`src/rtl/mem_req_arbiter.sv`:
```
// mem_req_arbiter: two-requester round-robin arbiter for the core-side memory port.
// Keeps one downstream transaction outstanding at a time and returns the completion to its owner.
// Optional watchdog enabled with `define MEM_ARB_TIMEOUT_EN.
module mem_req_arbiter #(
    parameter int unsigned ADDR_WIDTH     = 32,
    parameter int unsigned DATA_WIDTH     = 128,
    parameter int unsigned TIMEOUT_CYCLES = 1024
) (
    input  logic                  clk_i,
    input  logic                  rst_ni,
    // requester 0
    input  logic                  m0_cs_i,
    input  logic                  m0_we_i,
    input  logic [ADDR_WIDTH-1:0] m0_addr_i,
    input  logic [DATA_WIDTH-1:0] m0_wdata_i,
    output logic [DATA_WIDTH-1:0] m0_rdata_o,
    output logic                  m0_rvalid_o,
    // requester 1
    input  logic                  m1_cs_i,
    input  logic                  m1_we_i,
    input  logic [ADDR_WIDTH-1:0] m1_addr_i,
    input  logic [DATA_WIDTH-1:0] m1_wdata_i,
    output logic [DATA_WIDTH-1:0] m1_rdata_o,
    output logic                  m1_rvalid_o,
    // downstream
    output logic                  dn_cs_o,
    output logic                  dn_we_o,
    output logic [ADDR_WIDTH-1:0] dn_addr_o,
    output logic [DATA_WIDTH-1:0] dn_wdata_o,
    input  logic [DATA_WIDTH-1:0] dn_rdata_i,
    input  logic                  dn_rvalid_i,
    // status
    output logic [1:0]            grant_o,
    output logic                  busy_o,
    output logic                  err_o
);

    typedef enum logic [1:0] {
        S_IDLE    = 2'd0,
        S_BUSY    = 2'd1,
        S_RELEASE = 2'd2
    } state_t;

    state_t                r_state;
    state_t                w_next_state;

    logic                  r_dn_cs;
    logic                  r_dn_we;
    logic [ADDR_WIDTH-1:0] r_dn_addr;
    logic [DATA_WIDTH-1:0] r_dn_wdata;
    logic [1:0]            r_grant;
    logic                  r_busy;
    logic                  r_owner;       // 0 = m0, 1 = m1
    logic                  r_last_grant;  // 0 = m0, 1 = m1

    logic                  w_req_any;
    logic                  w_win_m1;
    logic                  w_done;
    logic                  w_timeout;
    logic                  w_complete;

    // Arbitration: a lone requester wins; on a tie the one not served last wins
    assign w_req_any  = m0_cs_i | m1_cs_i;
    assign w_win_m1   = m1_cs_i & (~m0_cs_i | ~r_last_grant);
    assign w_done     = (r_state == S_BUSY) & dn_rvalid_i;
    assign w_complete = w_done | w_timeout;

`ifdef MEM_ARB_TIMEOUT_EN
    localparam logic [15:0] TO_LAST = 16'(TIMEOUT_CYCLES - 1);

    logic [15:0] r_to_cnt;

    // Watchdog counter: held at zero outside BUSY, counts BUSY cycles without completion
    always_ff @(posedge clk_i) begin
        if (!rst_ni) begin
            r_to_cnt <= 16'd0;
        end else if (r_state != S_BUSY) begin
            r_to_cnt <= 16'd0;
        end else if (!dn_rvalid_i) begin
            r_to_cnt <= r_to_cnt + 16'd1;
        end
    end

    // A real completion in the expiry cycle takes precedence over the timeout
    assign w_timeout = (r_state == S_BUSY) & ~dn_rvalid_i & (r_to_cnt == TO_LAST);
`else
    logic w_unused_timeout_cfg;

    assign w_timeout            = 1'b0;
    assign w_unused_timeout_cfg = (TIMEOUT_CYCLES >= 32'd2);
`endif

    // State register
    always_ff @(posedge clk_i) begin
        if (!rst_ni) begin
            r_state <= S_IDLE;
        end else begin
            r_state <= w_next_state;
        end
    end

    // Next-state logic
    always_comb begin
        w_next_state = r_state;
        case (r_state)
            S_IDLE:    if (w_req_any) w_next_state = S_BUSY;
            S_BUSY:    if (w_complete) w_next_state = S_RELEASE;
            S_RELEASE: w_next_state = S_IDLE;
            default:   w_next_state = S_IDLE;
        endcase
    end

    // Completion routing: zero-latency pulse to the owner only, data zeroed otherwise
    always_comb begin
        m0_rvalid_o = 1'b0;
        m1_rvalid_o = 1'b0;
        m0_rdata_o  = '0;
        m1_rdata_o  = '0;
        err_o       = w_timeout;
        if (w_complete) begin
            if (r_owner) begin
                m1_rvalid_o = 1'b1;
                m1_rdata_o  = w_done ? dn_rdata_i : '0;
            end else begin
                m0_rvalid_o = 1'b1;
                m0_rdata_o  = w_done ? dn_rdata_i : '0;
            end
        end
    end

    // Downstream request, grant and status registers
    always_ff @(posedge clk_i) begin
        if (!rst_ni) begin
            r_dn_cs      <= 1'b0;
            r_dn_we      <= 1'b0;
            r_dn_addr    <= '0;
            r_dn_wdata   <= '0;
            r_grant      <= 2'b00;
            r_busy       <= 1'b0;
            r_owner      <= 1'b0;
            r_last_grant <= 1'b1;
        end else begin
            case (r_state)
                S_IDLE: begin
                    if (w_req_any) begin
                        r_dn_cs    <= 1'b1;
                        r_dn_we    <= w_win_m1 ? m1_we_i    : m0_we_i;
                        r_dn_addr  <= w_win_m1 ? m1_addr_i  : m0_addr_i;
                        r_dn_wdata <= w_win_m1 ? m1_wdata_i : m0_wdata_i;
                        r_grant    <= w_win_m1 ? 2'b10 : 2'b01;
                        r_owner    <= w_win_m1;
                        r_busy     <= 1'b1;
                    end
                end
                S_BUSY: begin
                    if (w_complete) begin
                        r_dn_cs      <= 1'b0;
                        r_grant      <= 2'b00;
                        r_last_grant <= r_owner;
                    end
                end
                S_RELEASE: begin
                    r_busy <= 1'b0;
                end
                default: begin
                    r_dn_cs <= 1'b0;
                    r_grant <= 2'b00;
                    r_busy  <= 1'b0;
                end
            endcase
        end
    end

    assign dn_cs_o    = r_dn_cs;
    assign dn_we_o    = r_dn_we;
    assign dn_addr_o  = r_dn_addr;
    assign dn_wdata_o = r_dn_wdata;
    assign grant_o    = r_grant;
    assign busy_o     = r_busy;

endmodule
```
`config.mk`:
```
export PLATFORM = sky130hd
export DESIGN_NAME = mem_req_arbiter
export DESIGN_NICKNAME = d
export VERILOG_FILES = /design/src/rtl/mem_req_arbiter.sv
export SDC_FILE = /design/constraint.sdc
export NUM_CORES = 1
export LEC_CHECK = 0
export CORE_AREA = 4 4 338 340
export CTS_BUF_LIST = sky130_fd_sc_hd__clkbuf_8 sky130_fd_sc_hd__clkbuf_16
export DETAILED_ROUTE_END_ITERATION = 6
export DIE_AREA = 0 0 342 344
export SETUP_SLACK_MARGIN = 0.15
export SKIP_LAST_GASP = 1
export SLEW_MARGIN = 10
export SYNTH_ARGS = -nofsm -noshare
export SYNTH_HDL_FRONTEND = slang
export SYNTH_SLANG_ARGS = --single-unit
```
`constraint.sdc`:
```
create_clock -name clk_i -period 2.5 [get_ports clk_i]
set_clock_uncertainty 0.2 [all_clocks]
set_input_delay 0.5 -clock clk_i [delete_from_list [all_inputs] [get_ports clk_i]]
set_output_delay 0.5 -clock clk_i [all_outputs]
set_load 0.05 [all_outputs]
```
==> results of run 1 <==
## power groups by stage
stage	sequential, mW	clock [mW]	combinational (mW)
2_1_floorplan	4.28	0	1.39
6_report	3.19	2.92	5.23
3_5_place_dp	3.24	0	5.30
4_1_cts	3.19	3.07	5.32
3_3_place_gp	3.23	0	5.29
5_1_grt	3.22	3.11	5.49
## repair_timing
action,CTS,global route
setup buffers,0,2
cloned,0,1
endpoints found under the setup margin,375,375
gates resized for setup,16,33
pin swaps,0,1
## flip-flops by register name, indices dropped and copies added (netlist names)
name          count
dn_wdata_o      128
dn_addr_o        32
grant_o           2
r_state           2
busy_o            1
dn_cs_o           1
dn_we_o           1
r_last_grant      1
r_owner           1
## per-stage QoR
step / hold slack [ns] / worst slack (ns)
floorplan: 0.275 / 0.216
global placement: 0.253 / -0.497
finish: 0.268 / -0.186
detailed placement: 0.262 / -0.471
global route: 0.293 / -0.264
CTS: 0.275 / -0.256
## worst min-delay path, cell delays in order, from the launching register on
cell     delay [ns]
dfxtp_1        0.32
nand2_1        0.05
a21oi_1        0.05
## routing by layer
metal	wire length [um]	vias to the layer above	global-route usage [%]	part of all wire (%)
met5	124	-	0	0.12
met1	37700	6277	18.1	36
met2	52300	654	29.8	51
li1	-	6046	-	-
met4	3420	18	5.98	3.3
met3	9710	108	6.13	9.4
## cells in the mapped netlist
cell type,n
a21bo_1,1
a21boi_1,1
a21oi_1,160
a311oi_1,144
a311oi_2,9
a31oi_1,8
and2_1,256
and4b_1,1
buf_1,2
buf_2,51
buf_4,18
buf_6,4
clkbuf_1,52
clkbuf_2,10
clkinv_1,1
conb_1,1
dfxtp_1,169
nand2_1,311
nand2b_1,2
nand3_1,16
nand3b_1,1
nor2_1,2
nor2_2,1
nor2_4,2
nor3b_2,1
o211ai_1,2
o21ai_0,10
or2_1,2
or3b_2,1
## cell families after synthesis
kind of cell    count (synthesis)  synth area share, %
other cells                     1               0.0401
compound gates                335                 24.9
flops                         169                 36.2
simple gates                  596                 31.5
buf+inv                       138                 7.39
## worst max-delay path by stage
stage,startpoint,end,slack [ns],cells past startpoint
after floorplan,r_state[1]$_SDFFE_PN0P_,m0_rdata_o[34],0.22,6
after global placement,dn_rvalid_i,m1_rdata_o[42],-0.50,6
after detailed placement,dn_rvalid_i,m1_rdata_o[42],-0.47,6
after CTS,r_state[1]$_SDFFE_PN0P_,m0_rdata_o[12],-0.26,6
after global routing,r_state[1]$_SDFFE_PN0P_,m0_rdata_o[35],-0.26,6
final,r_state[1]$_SDFFE_PN0P_,m1_rdata_o[98],-0.19,5
## final cells by class
| type | count | area [um^2] | share of cell area, % |
|---|---|---|---|
| Timing Repair Buffer | 981 | 12700 | 52.9 |
| Multi-Input combinational cell | 932 | 5390 | 22.5 |
| Sequential cell | 169 | 3390 | 14.1 |
| Tap cell | 1500 | 1880 | 7.84 |
| Clock buffer | 17 | 425 | 1.78 |
| Clock inverter | 14 | 158 | 0.658 |
| Antenna cell | 12 | 30.0 | 0.125 |
| Inverter | 1 | 11.3 | 0.0470 |
==> summary.md, run 1 <==
| Metric | Value |
|---|---|
| Total GRT Usage | `16.7%` |
| Hold Buf Count CTS | `0` |
| Initial DRC Count | `618` |
| Via count | `13,100` |
| Max-cap violations | `0` |
| Commonest non-fill, non-tap cell in the layout | `clkdlybuf4s50_1` |
| Util after Layout | `21.5%` |
| Routability cong. | `0.882` |
| CP Max Fanout | `19` |
| Dpl hpwl | `88,800 um` |
| Power Total | `11.3 mW` |
| Share of layout cells above drive strength 1 | `23.4%` |
| Port Buffers | `877` |
| Gr ovfl total | `0` |
| WP buf/inv | `3` |
| Logic gate share of total power | `46.1%` |
| Avg Cell Area, Syn | `7.55 um^2` |
| R2R Setup Slk | `0.54 ns` |
| Hold Path Depth | `2` |
| Hold endpoint | `dn_cs_o$_SDFFE_PN0P_` |
| CP max-delay cell | `dfxtp_4` |
| Routed length per placed instance | `28.5 um` |
| Die Height | `344 um` |
| Detailed Route WL | `103,000 um` |
| Total clock sinks | `169` |
| Lkg Pwr | `8.98 nW` |
| Max-slew violations | `0` |
| Max stage delay on crit path | `0.37 ns` |
| Register bit total from synthesis | `169` |
| First-pass iteration count of the detailed router | `5` |
| Core area | `0.112 mm^2` |
| Layout Cells excl Fill | `3,626` |
| PD cells | `474 mW/mm^2` |
| HP Class | `reg2reg` |
| CTS tree | `yes` |
| Clock root buffer | `clkbuf_16` |
| Floorplan die width | `342 um` |
| Yosys cell types | `29` |
| CP required | `1.80 ns` |
| Die area | `0.118 mm^2` |
| Number of H-tree levels | `4` |
| Critical path arrival | `1.99 ns` |
| Worst hold start | `dn_cs_o$_SDFFE_PN0P_` |
| Clock share of power | `25.7%` |
| Max VDD drop | `0.499 mV` |
| P_sw | `4.82 mW` |
| Row cnt | `123` |
| Final min period | `2.69 ns` |
| Post-Syn Instances | `1,239` |
| Peak Freq | `372 MHz` |
| Power Internal | `6.53 mW` |
| Post-synthesis cell area | `0.00936 mm^2` |
| Clock transition at path regs | `0.08 ns` |
| Via density | `3.61` |
| R2R Path End | `dn_wdata_o[28]$_SDFFE_PN0P_` |
| Nets | `2,557` |
| Final instance area | `0.0239 mm^2` |
| Initial core utilization | `8.39%` |
| Crit end category | `output port` |
| Sequential fraction of the synthesis area | `36.2%` |
| Initial antenna violation count | `30` |
| Vias in the first global route | `12,800` |
| Area growth, synth to finish | `156%` |
| CTS Buf Count | `17` |
| Post-route ant nets | `0` |
| Reg2reg start | `r_state[1]$_SDFFE_PN0P_` |
| Period Utilization, post-route | `107%` |
| Most frequent cells in the layout | `clkdlybuf4s50_1 (570), nand2_1 (311), buf_12 (307)` |
| Final Hold Fails | `0` |
| Final setup viols | `255` |
| Dominant cells by area after synthesis | `dfxtp_1 (36%), and2_1 (17%), a311oi_1 (13%)` |
| Crit-path cells | `and4b_4 > buf_12 > buf_12 > and2_2 > buf_12` |
| Critical path's top delay family | `simple AND/OR/NAND/NOR gates` |
| Slew at the pin with the worst max-slew slack | `0.646 ns` |
| Setup CP Type | `reg2out` |
| Top cell type by total area after synthesis | `dfxtp_1` |
| Startpoint Class | `register` |
| DRC | `0` |
| Rel. slew slack | `56.8%` |
| Worst-Skew Late Latency | `0.51 ns` |
| I/O Pins | `879` |
| Largest net degree at the start of global routing | `101` |
| First-pass GRT wire length | `129,000 um` |
| R2R depth | `5` |
| Unrepaired setup endpoints after global routing | `yes` |
| Sequential fraction of design power | `28.1%` |
| Top-area cell type share of the netlist area | `36.2%` |
| Status | `complete, but fails checks` |
| Buffer depth of the longest clock path | `2` |
| Fill count | `12,200` |
| Setup TNS | `-32.21 ns` |
| Failing checks | `negative setup slack` |
| CP dominant cell by count | `buf_12` |
| Syn_nets | `1,694` |
| Placed cell count | `3,580` |
| Placed inst area | `0.0232 mm^2` |
| Switching portion of total power | `42.5%` |
| Warnings from Yosys | `0` |
| Setup ws final | `-0.186 ns` |
No activity file was read; power rests on OpenSTA's default activity.
==> run 2: changes to the inputs <==
Settings changed: PLACE_DENSITY_LB_ADDON set to 0.15.
Clock period 2.5 ns to 3.4 ns, I/O delays scaled along.
==> run 2 against run 1 <==
Against the previous run:
- die area stayed put
- non-clock buffer count is 72 lower
- core utilization is 0.82 points lower
- global-route usage is 2.5 points lower
- via count is 4.0% lower
- sequential power is 26% lower
- largest power group unchanged
- sequential share of layout area is 0.55 points higher
- sequential cell count stayed put
- register-to-register slack better by 0.64 ns
- first-iteration DRC count is 12% lower
- final cell count is 2.0% lower
- the run now ends clean
==> summary.md, run 2 (synthesized netlist as in run 1, its figures left out) <==
| Metric | Value |
|---|---|
| CP dominant cell by count | `buf_12` |
| CTS Buf Count | `17` |
| R2R Path End | `dn_wdata_o[34]$_SDFFE_PN0P_` |
| R2R depth | `4` |
| CP Max Fanout | `37` |
| Floorplan die width | `342 um` |
| Critical path arrival | `2.32 ns` |
| Final setup viols | `0` |
| First-pass iteration count of the detailed router | `5` |
| Core area | `0.112 mm^2` |
| Dpl hpwl | `72,200 um` |
| Unrepaired setup endpoints after global routing | `yes` |
| Max stage delay on crit path | `0.51 ns` |
| Final Hold Fails | `0` |
| Clock transition at path regs | `0.08 ns` |
| Period Utilization, post-route | `94.0%` |
| Reg2reg start | `r_state[1]$_SDFFE_PN0P_` |
| Final instance area | `0.0230 mm^2` |
| Power Total | `8.03 mW` |
| WP buf/inv | `4` |
| Largest net degree at the start of global routing | `82` |
| Sequential fraction of design power | `29.3%` |
| PD cells | `349 mW/mm^2` |
| Max-slew violations | `0` |
| Setup ws final | `0.205 ns` |
| Worst hold start | `busy_o$_SDFFE_PN0P_` |
| Setup WS pre-CTS | `0.156 ns` |
| Nets | `2,485` |
| Number of H-tree levels | `4` |
| Crit end category | `output port` |
| Via density | `3.54` |
| Hold endpoint | `busy_o$_SDFFE_PN0P_` |
| Final min period | `3.20 ns` |
| Clock share of power | `26.2%` |
| Row cnt | `123` |
| Placed inst area | `0.0224 mm^2` |
| Initial core utilization | `8.39%` |
| Port Buffers | `877` |
| Post-route ant nets | `0` |
| Status | `finished clean` |
| Worst-Skew Late Latency | `0.49 ns` |
| Setup TNS | `0 ns` |
| Buffer depth of the longest clock path | `2` |
| Share of layout cells above drive strength 1 | `17.0%` |
| First-pass GRT wire length | `114,000 um` |
| Layout Cells excl Fill | `3,553` |
| Util after Layout | `20.6%` |
| Total GRT Usage | `14.2%` |
| Power Internal | `4.69 mW` |
| Critical path's top delay family | `buffers and inverters` |
| Routed length per placed instance | `24.7 um` |
| HP Class | `reg2reg` |
| Switching portion of total power | `41.6%` |
| I/O Pins | `879` |
| Crit-path cells | `clkdlybuf4s50_1 > and4b_4 > buf_12 > buf_12 > and2_1 > buf_12` |
| Hold Path Depth | `2` |
| Slew at the pin with the worst max-slew slack | `1.01 ns` |
| Vias in the first global route | `13,000` |
| CP required | `2.52 ns` |
| Max reg flops | `128` |
| Die area | `0.118 mm^2` |
| Setup CP Type | `in2out` |
| Total clock sinks | `169` |
| Via count | `12,600` |
| Logic gate share of total power | `44.5%` |
| Max-cap violations | `0` |
| Initial antenna violation count | `16` |
| Max VDD drop | `0.400 mV` |
| Detailed Route WL | `87,600 um` |
| Initial DRC Count | `544` |
| CP max-delay cell | `clkdlybuf4s50_1` |
| Routability cong. | `0.884` |
| Rel. slew slack | `32.7%` |
| P_sw | `3.35 mW` |
| Clock root buffer | `clkbuf_16` |
| R2R Setup Slk | `1.18 ns` |
| Placed cell count | `3,510` |
| Startpoint Class | `input pin` |
| Commonest non-fill, non-tap cell in the layout | `clkdlybuf4s50_1` |
| Lkg Pwr | `8.39 nW` |
| Area growth, synth to finish | `146%` |
| DRC | `0` |
| Gr ovfl total | `0` |
| CTS tree | `yes` |
| Die Height | `344 um` |
| WHS | `0.287 ns` |
| Most frequent cells in the layout | `clkdlybuf4s50_1 (613), nand2_1 (311), buf_12 (278)` |
| Peak Freq | `313 MHz` |
==> run 2: cell count changes in the layout (fill, tap and decap cells not counted), sizes merged <==
cell	before	now
buf	409	296
clkbuf	18	17
clkdlybuf4s50	570	613
clkinv	2	3
clkinvlp	4	1
diode	12	10
dlygate4sd2	1	0
inv	8	11
==> run 2: tightest hold or removal path, stage by stage, from the launching register on <==
cell and delay, ns:
dfxtp_1 0.32, nand2b_1 0.06, a21oi_1 0.06
==> run 2: how the worst max path moves through the flow <==
stage	cells past startpoint	slack (ns)	endpoint	from
global placement	5	0.16	m1_rdata_o[107]	dn_rvalid_i
detailed placement	5	0.16	m1_rdata_o[107]	dn_rvalid_i
finish	6	0.20	m1_rdata_o[5]	dn_rvalid_i
CTS	7	0.17	m0_rdata_o[5]	dn_rvalid_i
floorplan	3	0.50	m1_rdata_o[119]	dn_rvalid_i
global route	6	0.15	m1_rdata_o[4]	dn_rvalid_i
==> run 2: area by class of cell <==
cell class | count | area [um^2]
clock buffers | 17 | 425
clock inverters | 15 | 155
diodes | 10 | 25.0
repair buffers | 909 | 11800
fillers | 12300 | 88500
well taps | 1500 | 1880
inverters | 1 | 8.76
multi-input cells | 932 | 5310
flip-flops and latches | 169 | 3380
==> run 2: timing repair <==
action | CTS | global route
hold buffers | 0 | 0
buffers inserted | 0 | 1
gates resized for setup | 1 | 2
endpoints found under the setup margin | 1 | 84
cloned | 0 | 0
==> run 2: routing by layer <==
metal  vias up  global-route usage [%]  share of wire [%]
met5         -                       0              0.089
met4        12                    4.19                2.3
met3        65                    6.39                 10
met2       571                    27.8                 55
met1      6042                    13.0                 32
li1       5892                       -                  -
==> run 2: power groups by stage <==
stage	clock network [mW]	logic [mW]	registers (mW)
3_5_place_dp	0	3.63	2.39
4_1_cts	2.24	3.64	2.35
2_1_floorplan	0	1.02	3.15
3_3_place_gp	0	3.63	2.39
5_1_grt	2.29	3.77	2.38
6_report	2.11	3.58	2.35
==> run 3: changes to the inputs <==
Settings changed: ABC_AREA set to 1, CORE_AREA 4 4 338 340 to 4 4 339 341, DIE_AREA 0 0 342 344 to 0 0 343 345.
==> run 3 against run 2 <==
Against the previous run:
- sequential cell count unchanged
- final cell count up 26%
- sequential power about the same
- routed wire length down 5.8%
- core utilization up 1.7 points
- first-iteration DRC count down 7.7%
- worst setup slack better by 0.019 ns
- critical path depth unchanged
- die area up 0.58%
- total power up 3.9%
- non-clock buffer count up 24
==> summary.md, run 3 <==
| Metric | Value |
|---|---|
| Status | `finished clean` |
| CP Max Fanout | `45` |
| Clock transition at path regs | `0.08 ns` |
| Buffer depth of the longest clock path | `2` |
| Floorplan die width | `343 um` |
| Post-CTS Setup Bufs | `0` |
| Peak Freq | `315 MHz` |
| Worst-Skew Late Latency | `0.48 ns` |
| Post-synthesis cell area | `0.0109 mm^2` |
| Period Utilization, post-route | `93.4%` |
| Final min period | `3.18 ns` |
| Setup CP Type | `in2out` |
| Largest net degree at the start of global routing | `68` |
| Initial core utilization | `9.74%` |
| Max reg flops | `128` |
| R2R Setup Slk | `1.50 ns` |
| I/O Pins | `879` |
| Gr ovfl total | `0` |
| Max stage delay on crit path | `0.52 ns` |
| HP Class | `reg2reg` |
| Critical path's top delay family | `buffers and inverters` |
| Max-slew violations | `0` |
| CTS Buf Count | `17` |
| Top cell type by total area after synthesis | `dfxtp_1` |
| Startpoint Class | `input pin` |
| Clock root buffer | `clkbuf_16` |
| First-pass iteration count of the detailed router | `4` |
| Post-synth EDFFs | `0` |
| Dominant cells by area after synthesis | `dfxtp_1 (31%), nor2_1 (25%), nand2_1 (22%)` |
| Max VDD drop | `0.367 mV` |
| R2R depth | `7` |
| Nets | `3,417` |
| CP max-delay cell | `clkdlybuf4s50_1` |
| Dpl hpwl | `70,500 um` |
| Avg Cell Area, Syn | `5.13 um^2` |
| Slew at the pin with the worst max-slew slack | `0.862 ns` |
| CTS tree | `yes` |
| Post-Syn Instances | `2,127` |
| Share of layout cells above drive strength 1 | `14.3%` |
| Port Buffers | `877` |
| WP buf/inv | `4` |
| Initial antenna violation count | `14` |
| Number of H-tree levels | `4` |
| Most frequent cells in the layout | `nor2_1 (651), nand2_1 (650), clkdlybuf4s50_1 (614)` |
| Warnings from Yosys | `0` |
| Hold Path Depth | `2` |
| Setup TNS | `0 ns` |
| Critical path arrival | `2.30 ns` |
| Routability cong. | `0.853` |
| Final setup viols | `0` |
| CP required | `2.52 ns` |
| Util after Layout | `22.3%` |
| Via count | `14,500` |
| Cell with the most instances after synthesis | `nor2_1` |
| First-pass GRT wire length | `111,000 um` |
| Initial DRC Count | `502` |
| Hold endpoint | `dn_addr_o[31]$_SDFFE_PN0P_` |
| Fraction of registers with async set/reset | `0%` |
| Fill count | `12,700` |
| Worst hold start | `dn_addr_o[31]$_SDFFE_PN0P_` |
| Commonest non-fill, non-tap cell in the layout | `nor2_1` |
| Lkg Pwr | `11.9 nW` |
| Vias in the first global route | `14,000` |
| Core area | `0.112 mm^2` |
| Crit-path cells | `clkdlybuf4s50_1 > nand4_1 > buf_12 > buf_12 > nor2_1 > buf_12` |
| Max-cap violations | `0` |
| Crit end category | `output port` |
| Total GRT Usage | `13.4%` |
| Row cnt | `123` |
| Die area | `0.118 mm^2` |
| Detailed Route WL | `82,600 um` |
| Post-cts sizing count | `0` |
| Sequential fraction of the synthesis area | `31.0%` |
| Routed length per placed instance | `18.4 um` |
| CP dominant cell by count | `buf_12` |
| Unrepaired setup endpoints after global routing | `yes` |
| PD cells | `334 mW/mm^2` |
| DRC | `0` |
| Syn_nets | `2,582` |
| Register bit total from synthesis | `169` |
| Post-route ant nets | `0` |
| R2R Path End | `dn_addr_o[18]$_SDFFE_PN0P_` |
| Ys flop type | `dfxtp_1` |
| Rel. slew slack | `42.4%` |
| Reg2reg start | `r_state[1]$_SDFFE_PN0P_` |
| Via density | `3.23` |
| Area growth, synth to finish | `129%` |
| Synth cell count leaders | `nor2_1 (718), nand2_1 (650), inv_1 (437)` |
| Final Hold Fails | `0` |
| Yosys cell types | `18` |
| Top-area cell type share of the netlist area | `31.0%` |
| Die Height | `345 um` |
| Hold Buf Count CTS | `0` |
| Total clock sinks | `169` |
[run 3: cell types whose count changed after synthesis, moves of 10 or more]
cell      previous run  this run
a21oi_1            160        14
nor2_1               2       718
clkbuf_1            52        30
buf_4               18         3
clkbuf_2            10         0
a311oi_1           144         0
inv_1                0       437
buf_2               51        82
nand2_1            311       650
and2_1             256         0
[run 3: routing by layer]
metal,vias to the layer above,track usage [%],routed length (um)
li1,7571,-,-
met5,-,0,56
met3,88,6.41,9200
met2,545,25.0,42900
met1,6250,12.2,27100
met4,10,5.50,3290
[run 3: cell families after synthesis]
| logic type | synth area share (%) |
|---|---|
| AOI/OAI and AO/OA | 0.769 |
| DFF | 31.0 |
| and+or+nand+nor | 48.0 |
| buffers and inverters | 20.2 |
| other | 0.0344 |
[run 3: power breakdown]
part           total [mW]  switching, mW  internal, mW
Combinational        3.88           2.37          1.52
Sequential           2.32          0.114          2.21
Clock                2.15           1.09          1.05
[run 3: worst max-delay path by stage]
stage	depth (start not counted)	to	startpoint	slack [ns]
after detailed placement	7	m0_rdata_o[54]	dn_rvalid_i	0.22
after CTS	6	m1_rdata_o[126]	dn_rvalid_i	0.21
after global placement	6	m1_rdata_o[12]	dn_rvalid_i	0.22
final	6	m1_rdata_o[45]	dn_rvalid_i	0.22
after global routing	6	m1_rdata_o[82]	dn_rvalid_i	0.13
after floorplan	6	m0_rdata_o[103]	dn_rvalid_i	0.21
[run 3: worst register-to-register path, cell delays in order (launching register included)]
cell	delay, ns
dfxtp_1	0.41
nor2_2	0.09
o21ai_4	0.11
buf_12	0.28
buf_4	0.50
nand2_1	0.10
nand2_1	0.07
nor2_1	0.04
[run 3: final cells by class]
cell class | count | area, um^2 | area share (%)
repair buffers | 933 | 11900 | 47.8
well taps | 1500 | 1880 | 7.51
flip-flops and latches | 169 | 3380 | 13.5
diodes | 5 | 12.5 | 0.0501
clock buffers | 17 | 425 | 1.70
inverters | 439 | 1660 | 6.62
multi-input cells | 1402 | 5510 | 22.0
clock inverters | 15 | 183 | 0.731
[run 3: stage by stage]
stage          instances  setup slack, ns  instance area [um^2]  hold WS (ns)  power, mW
2_1_floorplan       2127            0.209                 10900         0.249       4.38
4_1_cts             4475            0.209                 24800         0.269       8.60
3_5_place_dp        4443            0.218                 24200         0.256       6.31
3_3_place_gp        4443            0.218                 24200         0.253       6.32
6_report            4480            0.224                 25000         0.269       8.35
5_1_grt             4478            0.130                 25000         0.296       8.90
